--- config.mk ---
export PLATFORM = sky130hd
export DESIGN_NAME = axi_bus_arbiter_flat
export DESIGN_NICKNAME = d
export VERILOG_FILES = /design/src/rtl/axi_bus_arbiter_if.sv /design/src/rtl/axi_bus_arbiter.sv /design/src/flat_wrapper.sv
export SDC_FILE = /design/constraint.sdc
export NUM_CORES = 1
export LEC_CHECK = 0
export CAP_MARGIN = 20
export CORE_ASPECT_RATIO = 1.25
export CORE_MARGIN = 1.5
export CORE_UTILIZATION = 37
export CTS_CLUSTER_DIAMETER = 150
export DETAILED_ROUTE_END_ITERATION = 10
export PLACE_DENSITY = 0.91
export RECOVER_POWER = 25
export SETUP_SLACK_MARGIN = 0.5
export SLEW_MARGIN = 20
export SYNTH_ARGS = -nofsm -noshare
export SYNTH_HDL_FRONTEND = slang
export SYNTH_SLANG_ARGS = --single-unit
--- constraint.sdc ---
create_clock -name AXI_CLK -period 2 [get_ports AXI_CLK]
set_input_delay 0.2 -clock AXI_CLK [delete_from_list [all_inputs] [get_ports AXI_CLK]]
set_output_delay 0.2 -clock AXI_CLK [all_outputs]
set_load 0.1 [all_outputs]
--- src/rtl/axi_bus_arbiter_if.sv ---
// AXI4-Lite master-side bundle used by axi_bus_arbiter.
//   master modport : the arbiter drives the address/data valids, bready and rready
//                    and samples the slave-side readies, responses and read data.
//   slave  modport : the interconnect (or a bench slave model) takes the opposite directions.
// Data bus is fixed at 32 bits; only the address width is parameterised.
interface axi_bus_arbiter_if #(
  parameter int ADDR_WIDTH = 32
);
  // write-address channel
  logic [ADDR_WIDTH-1:0] awaddr;
  logic                  awvalid;
  logic                  awready;
  // write-data channel
  logic [31:0]           wdata;
  logic [3:0]            wstrb;
  logic                  wvalid;
  logic                  wready;
  // write-response channel
  logic                  bready;
  logic                  bvalid;
  logic [1:0]            bresp;
  // read-address channel
  logic [ADDR_WIDTH-1:0] araddr;
  logic                  arvalid;
  logic                  arready;
  // read-data channel
  logic                  rready;
  logic                  rvalid;
  logic [31:0]           rdata;
  logic [1:0]            rresp;

  modport master (
    output awaddr, awvalid, wdata, wstrb, wvalid, bready, araddr, arvalid, rready,
    input  awready, wready, bvalid, bresp, arready, rvalid, rdata, rresp
  );

  modport slave (
    input  awaddr, awvalid, wdata, wstrb, wvalid, bready, araddr, arvalid, rready,
    output awready, wready, bvalid, bresp, arready, rvalid, rdata, rresp
  );
endinterface

--- src/rtl/axi_bus_arbiter.sv ---
// axi_bus_arbiter
// Shares one AXI4-Lite master port between two byte-wide requesters
// (port 0: CPU bus bridge, port 1: debug/DMA engine). Requests are granted
// round-robin, one transaction is outstanding at a time, and each byte access
// is mapped onto a 32-bit word through lane selection.
// Ports:
//   AXI_CLK              clock, all logic on the rising edge
//   RESETN               synchronous reset, active-low
//   req_valid/req_write  per-requester request and direction (1 = write)
//   req_addr0/1          byte address of each requester
//   req_wdata0/1         write byte of each requester
//   req_ready            one-cycle pulse: request n accepted and captured
//   req_done             one-cycle pulse: transaction n complete
//   req_rdata, req_err   byte of the last completed read / last response != OKAY
//   axi                  AXI4-Lite master port (axi_bus_arbiter_if.master)
module axi_bus_arbiter #(
  parameter int ADDR_WIDTH = 32
) (
  input  logic                  AXI_CLK,
  input  logic                  RESETN,
  input  logic [1:0]            req_valid,
  input  logic [1:0]            req_write,
  input  logic [ADDR_WIDTH-1:0] req_addr0,
  input  logic [ADDR_WIDTH-1:0] req_addr1,
  input  logic [7:0]            req_wdata0,
  input  logic [7:0]            req_wdata1,
  output logic [1:0]            req_ready,
  output logic [1:0]            req_done,
  output logic [7:0]            req_rdata,
  output logic                  req_err,
  axi_bus_arbiter_if.master     axi
);

  typedef enum logic [2:0] {
    IDLE,
    WR_ADDR_DATA,
    WR_RESP,
    RD_ADDR,
    RD_DATA,
    DONE
  } state_t;

  state_t                state, state_next;
  logic                  last_grant;   // port granted most recently
  logic                  grant;        // port that wins if a grant happens this cycle
  logic                  grant_any;
  logic                  cur_port;     // owner of the transaction in flight
  logic [ADDR_WIDTH-1:0] cur_addr;
  logic [7:0]            cur_wdata;
  logic                  aw_done;      // AW beat already accepted
  logic                  w_done;       // W beat already accepted
  logic [7:0]            rdata_byte;

  // Round-robin: a lone requester always wins; on a tie the port that did
  // not win last time goes first, so an idle port never consumes a turn.
  always_comb begin
    grant_any = |req_valid;
    if (&req_valid) grant = ~last_grant;
    else            grant = req_valid[1];
  end

  // Byte-to-word mapping: word-aligned address, byte replicated on all lanes,
  // strobe picks the addressed lane.
  assign axi.awaddr  = {cur_addr[ADDR_WIDTH-1:2], 2'b00};
  assign axi.araddr  = {cur_addr[ADDR_WIDTH-1:2], 2'b00};
  assign axi.wdata   = {4{cur_wdata}};
  assign axi.wstrb   = 4'b0001 << cur_addr[1:0];
  assign rdata_byte  = axi.rdata[{cur_addr[1:0], 3'b000} +: 8];

  // Next-state and handshake outputs.
  always_comb begin
    // NOTE: every signal written here gets a default first, so no path through
    // the case statement can leave one unassigned and infer a latch.
    state_next  = state;
    req_ready   = 2'b00;
    req_done    = 2'b00;
    axi.awvalid = 1'b0;
    axi.wvalid  = 1'b0;
    axi.bready  = 1'b0;
    axi.arvalid = 1'b0;
    axi.rready  = 1'b0;

    unique case (state)
      IDLE: begin
        // Reset is synchronous, so the combinational accept must be masked
        // while RESETN is low or a request would appear accepted during reset.
        if (grant_any && RESETN) begin
          req_ready[grant] = 1'b1;
          state_next       = req_write[grant] ? WR_ADDR_DATA : RD_ADDR;
        end
      end
      WR_ADDR_DATA: begin
        // AW and W are independent: each valid drops only after its own beat.
        axi.awvalid = ~aw_done;
        axi.wvalid  = ~w_done;
        if ((aw_done || axi.awready) && (w_done || axi.wready))
          state_next = WR_RESP;
      end
      WR_RESP: begin
        axi.bready = 1'b1;
        if (axi.bvalid) state_next = DONE;
      end
      RD_ADDR: begin
        axi.arvalid = 1'b1;
        if (axi.arready) state_next = RD_DATA;
      end
      RD_DATA: begin
        axi.rready = 1'b1;
        if (axi.rvalid) state_next = DONE;
      end
      DONE: begin
        // Completion only; the next grant is decided back in IDLE.
        req_done[cur_port] = 1'b1;
        state_next         = IDLE;
      end
      default: state_next = IDLE;
    endcase
  end

  // State register.
  always_ff @(posedge AXI_CLK) begin
    // NOTE: sequential state uses non-blocking assignments so every register
    // samples pre-edge values regardless of statement or process order.
    if (!RESETN) state <= IDLE;
    else         state <= state_next;
  end

  // Request capture, beat tracking and completion results.
  always_ff @(posedge AXI_CLK) begin
    if (!RESETN) begin
      last_grant <= 1'b1;         // port 0 wins the first tie
      cur_port   <= 1'b0;
      cur_addr   <= '0;
      cur_wdata  <= '0;
      aw_done    <= 1'b0;
      w_done     <= 1'b0;
      req_rdata  <= '0;
      req_err    <= 1'b0;
    end else begin
      unique case (state)
        IDLE: begin
          if (grant_any) begin
            cur_port   <= grant;
            last_grant <= grant;
            cur_addr   <= grant ? req_addr1  : req_addr0;
            cur_wdata  <= grant ? req_wdata1 : req_wdata0;
            aw_done    <= 1'b0;
            w_done     <= 1'b0;
          end
        end
        WR_ADDR_DATA: begin
          if (axi.awvalid && axi.awready) aw_done <= 1'b1;
          if (axi.wvalid  && axi.wready)  w_done  <= 1'b1;
        end
        WR_RESP: begin
          if (axi.bvalid) req_err <= (axi.bresp != 2'b00);
        end
        RD_DATA: begin
          if (axi.rvalid) begin
            req_rdata <= rdata_byte;
            req_err   <= (axi.rresp != 2'b00);
          end
        end
        default: ;
      endcase
    end
  end

endmodule
--- src/flat_wrapper.sv ---
// flat-port wrapper written by rule: the top's interface ports become plain ports
module axi_bus_arbiter_flat 
#(
  parameter int ADDR_WIDTH = 32
)
  (AXI_CLK, RESETN, req_valid, req_write, req_addr0, req_addr1, req_wdata0, req_wdata1, req_ready, req_done, req_rdata, req_err, axi_awaddr, axi_awvalid, axi_wdata, axi_wstrb, axi_wvalid, axi_bready, axi_araddr, axi_arvalid, axi_rready, axi_awready, axi_wready, axi_bvalid, axi_bresp, axi_arready, axi_rvalid, axi_rdata, axi_rresp);
  axi_bus_arbiter_if #(.ADDR_WIDTH(ADDR_WIDTH)) axi_i ();
  input  logic AXI_CLK;
  input  logic RESETN;
  input  logic [1:0] req_valid;
  input  logic [1:0] req_write;
  input  logic [ADDR_WIDTH-1:0] req_addr0;
  input  logic [ADDR_WIDTH-1:0] req_addr1;
  input  logic [7:0] req_wdata0;
  input  logic [7:0] req_wdata1;
  output logic [1:0] req_ready;
  output logic [1:0] req_done;
  output logic [7:0] req_rdata;
  output logic req_err;
  output wire logic [$bits(axi_i.awaddr)-1:0] axi_awaddr;
  output wire logic [$bits(axi_i.awvalid)-1:0] axi_awvalid;
  output wire logic [$bits(axi_i.wdata)-1:0] axi_wdata;
  output wire logic [$bits(axi_i.wstrb)-1:0] axi_wstrb;
  output wire logic [$bits(axi_i.wvalid)-1:0] axi_wvalid;
  output wire logic [$bits(axi_i.bready)-1:0] axi_bready;
  output wire logic [$bits(axi_i.araddr)-1:0] axi_araddr;
  output wire logic [$bits(axi_i.arvalid)-1:0] axi_arvalid;
  output wire logic [$bits(axi_i.rready)-1:0] axi_rready;
  input wire logic [$bits(axi_i.awready)-1:0] axi_awready;
  input wire logic [$bits(axi_i.wready)-1:0] axi_wready;
  input wire logic [$bits(axi_i.bvalid)-1:0] axi_bvalid;
  input wire logic [$bits(axi_i.bresp)-1:0] axi_bresp;
  input wire logic [$bits(axi_i.arready)-1:0] axi_arready;
  input wire logic [$bits(axi_i.rvalid)-1:0] axi_rvalid;
  input wire logic [$bits(axi_i.rdata)-1:0] axi_rdata;
  input wire logic [$bits(axi_i.rresp)-1:0] axi_rresp;
  assign axi_awaddr = axi_i.awaddr;
  assign axi_awvalid = axi_i.awvalid;
  assign axi_wdata = axi_i.wdata;
  assign axi_wstrb = axi_i.wstrb;
  assign axi_wvalid = axi_i.wvalid;
  assign axi_bready = axi_i.bready;
  assign axi_araddr = axi_i.araddr;
  assign axi_arvalid = axi_i.arvalid;
  assign axi_rready = axi_i.rready;
  assign axi_i.awready = axi_awready;
  assign axi_i.wready = axi_wready;
  assign axi_i.bvalid = axi_bvalid;
  assign axi_i.bresp = axi_bresp;
  assign axi_i.arready = axi_arready;
  assign axi_i.rvalid = axi_rvalid;
  assign axi_i.rdata = axi_rdata;
  assign axi_i.rresp = axi_rresp;
  axi_bus_arbiter #(.ADDR_WIDTH(ADDR_WIDTH)) u_core (.AXI_CLK(AXI_CLK), .RESETN(RESETN), .req_valid(req_valid), .req_write(req_write), .req_addr0(req_addr0), .req_addr1(req_addr1), .req_wdata0(req_wdata0), .req_wdata1(req_wdata1), .req_ready(req_ready), .req_done(req_done), .req_rdata(req_rdata), .req_err(req_err), .axi(axi_i));
endmodule
==> summary.txt <==
Global route
  • Global-route track usage on met1: 0.216
  • Met3 GRT Util: 0.0413
  • GRT busiest layer: met2
  • GRT overflow: 0
  • Vias in the first global route: 3501
  • Initial antenna violation count: 0
  • GRT Total Usage: 0.216
  • GR Util met2: 0.439
  • First-pass GRT wire length: 18000 um
  • Largest net degree at the start of global routing: 33

CTS
  • Clk buf depth: 2
  • TritonCTS clock tree: yes
  • Clock sinks: 56
  • Hold-fix buffers at CTS: 0
  • TritonCTS Buffers: 5
  • H-Tree Depth: 2
  • CTS root buf: clkbuf_16
  • Clock Pin Slew Worst Setup and Hold Paths: 0.07 ns
  • Clock latency on the worst-skew pair: 0.29 ns

Yosys
  • Post-synthesis cell count: 375
  • Number of synthesized flops with an enable pin: 0
  • Largest area contributor in the netlist: dfxtp_1
  • Area share of the leading cell type in the synthesized netlist: 0.298
  • Synth async-reset ratio: 0
  • Ys Warns: 0
  • Most frequent cell after synthesis: buf_4
  • Main synth FF type: dfxtp_1
  • Syn avg cell area: 10.0 sq um
  • Synth area leaders: dfxtp_1, buf_4, a211oi_2
  • Seq cells post-synth: 56
  • Synthesized cell area: 3760 sq um
  • Synth unique cells: 44
  • Synth top cells by count: buf_4, dfxtp_1, a21oi_1
  • Post-synthesis sequential area ratio: 0.298

Floorplanning
  • Die height: 116 um
  • # rows: 40
  • Ports: 245
  • Die ar.: 10800 sq um
  • Die width: 93.2 um
  • Effective utilization at floorplan: 0.385
  • Core area: 9760 sq um

Finish
  • # fillers: 796
  • P&R area growth vs syn: 64.3%
  • Share of cells above drive strength 1: 0.464
  • Ant diodes: 0
  • Post-layout nets: 680

Timing
  • Tcrit/Tclk final: 0.834
  • Slew HR: 0.623
  • Setup TNS: 0 ns
  • # setup viols final: 0
  • Max-slew violations: 0
  • Clock skew: 0.00806 ns
  • Worst slew pin tran: 0.567 ns
  • RSZ-0062 raised after global routing: true
  • Final hold violations: 0
  • Minimum clock period: 1.67 ns
  • Max Fclk: 599 MHz

Route
  • Vias per Instance: 5.19
  • Iter 0 DRT Violations: 103
  • Remaining DRCs: 0
  • Antenna-violating nets left: 0
  • Routed WL per cell: 18.0 um
  • Routed WL: 12200 um
  • Via count: 3527
  • Initial DRT Pass Iterations: 4

Place
  • IO buf count: 240
  • RePlAce Congestion: 0.881
  • Dpl hpwl: 8990 um

Setup path
  • Crit path required time: 1.80 ns
  • CP Max Fanout: 3
  • Crit-path max cell delay: 0.41 ns
  • Worst Path Arrival: 1.47 ns
  • Crit end category: primary output
  • CP Launch Type: flop
  • CP top delay family: simple AND/OR/NAND/NOR gates
  • Critical Setup Path Class: reg2out
  • Cell breakdown of the critical path: or3_4 > nor3_4 > buf_12
  • Slowest cell on crit path: or3_4
  • CP Buf/Inv Count: 1

Status
  • Outcome: completed

Worst hold path
  • Min-Delay Path Class: reg2reg

Flow run
  • Max Cap Viol: 0
-- repair_timing --
action | 4_1_cts | 5_1_grt
buffers inserted | 16 | 8
cloned | 5 | 0
setup endpoints to repair | 64 | 61
resized for setup | 28 | 14
pin swaps | 11 | 5
-- flip-flops by register name, indices dropped and copies added (netlist names), 3 cells and up --
signal / cells
u_core.cur_wdata: 8
u_core.state: 3
u_core.cur_addr: 32
u_core.req_rdata: 8
-- final cells by class --
cell class | count | area, sq um | area share
timing repair buffer | 286 | 2780 | 0.449
clock buffer | 7 | 143 | 0.0231
tap | 126 | 158 | 0.0255
sequential | 56 | 1150 | 0.186
inverter | 2 | 7.51 | 0.00122
clock inverter | 1 | 7.51 | 0.00122
multi-input combinational | 202 | 1940 | 0.314
-- logic make-up after synthesis --
logic type	count (synthesis)	synth area share
buffers and inverters	120	0.234
other	1	0.000998
AOI/OAI and AO/OA	107	0.234
DFF	56	0.298
muxes	51	0.163
and+or+nand+nor	40	0.0696
-- through the flow --
stage / hold slack [ns] / cell area (sq um) / cells / util / setup WS, ns
floorplan: 0.364 / 3910 / 378 / - / 0.141
global placement: 0.467 / 5640 / 643 / 0.578 / 0.270
detailed placement: 0.471 / 5640 / 643 / 0.578 / 0.172
CTS: 0.490 / 6170 / 672 / 0.632 / 0.319
global route: 0.511 / 6180 / 680 / 0.633 / 0.302
finish: 0.488 / 6180 / 680 / 0.633 / 0.332
-- cell usage in the layout, fill, tap and decap left out, drive strengths merged, types with 2 or more instances in the layout --
cell type,instances
nor2,9
bufbuf,2
a211oi,40
nor2b,4
mux2i,41
a21oi,45
nor3,2
clkdlybuf4s50,125
o21ai,7
dfxtp,56
nor4bb,2
inv,2
mux2,2
mux4,8
and2,5
and3,2
nand2,3
conb,4
a22o,8
clkbuf,49
buf,116
nor3b,3
nand3b,2
-- path summary, 6_finish.rpt --
kind,endpoint,slack [ns],depth (start not counted),start
worst max-delay path,req_ready[0],0.33,3,u_core.state[0]
worst min-delay path,u_core.req_rdata[7],0.49,1,u_core.req_rdata[7]
worst max register to register,u_core.cur_addr[21],0.39,6,u_core.state[0]
worst min register to register,u_core.req_rdata[7],0.49,1,u_core.req_rdata[7]
-- worst register-to-register path, cell delays in order, from the launching register on --
cell	delay (ns)
dfxtp_4	0.35
or3_4	0.41
buf_4	0.17
nor2_4	0.10
buf_12	0.13
bufbuf_16	0.26
a211oi_2	0.06
-- layer usage --
| metal | vias to the layer above | wire length (um) |
|---|---|---|
| met1 | 1686 | 4240 |
| met2 | 191 | 6850 |
| met3 | 23 | 809 |
| met4 | 0 | 329 |
| met5 | - | 0 |
| li1 | 1627 | - |
Power is left out: the tool's default activity adds up to more than one toggle a clock period on the data nets, which glitch-free logic cannot reach.
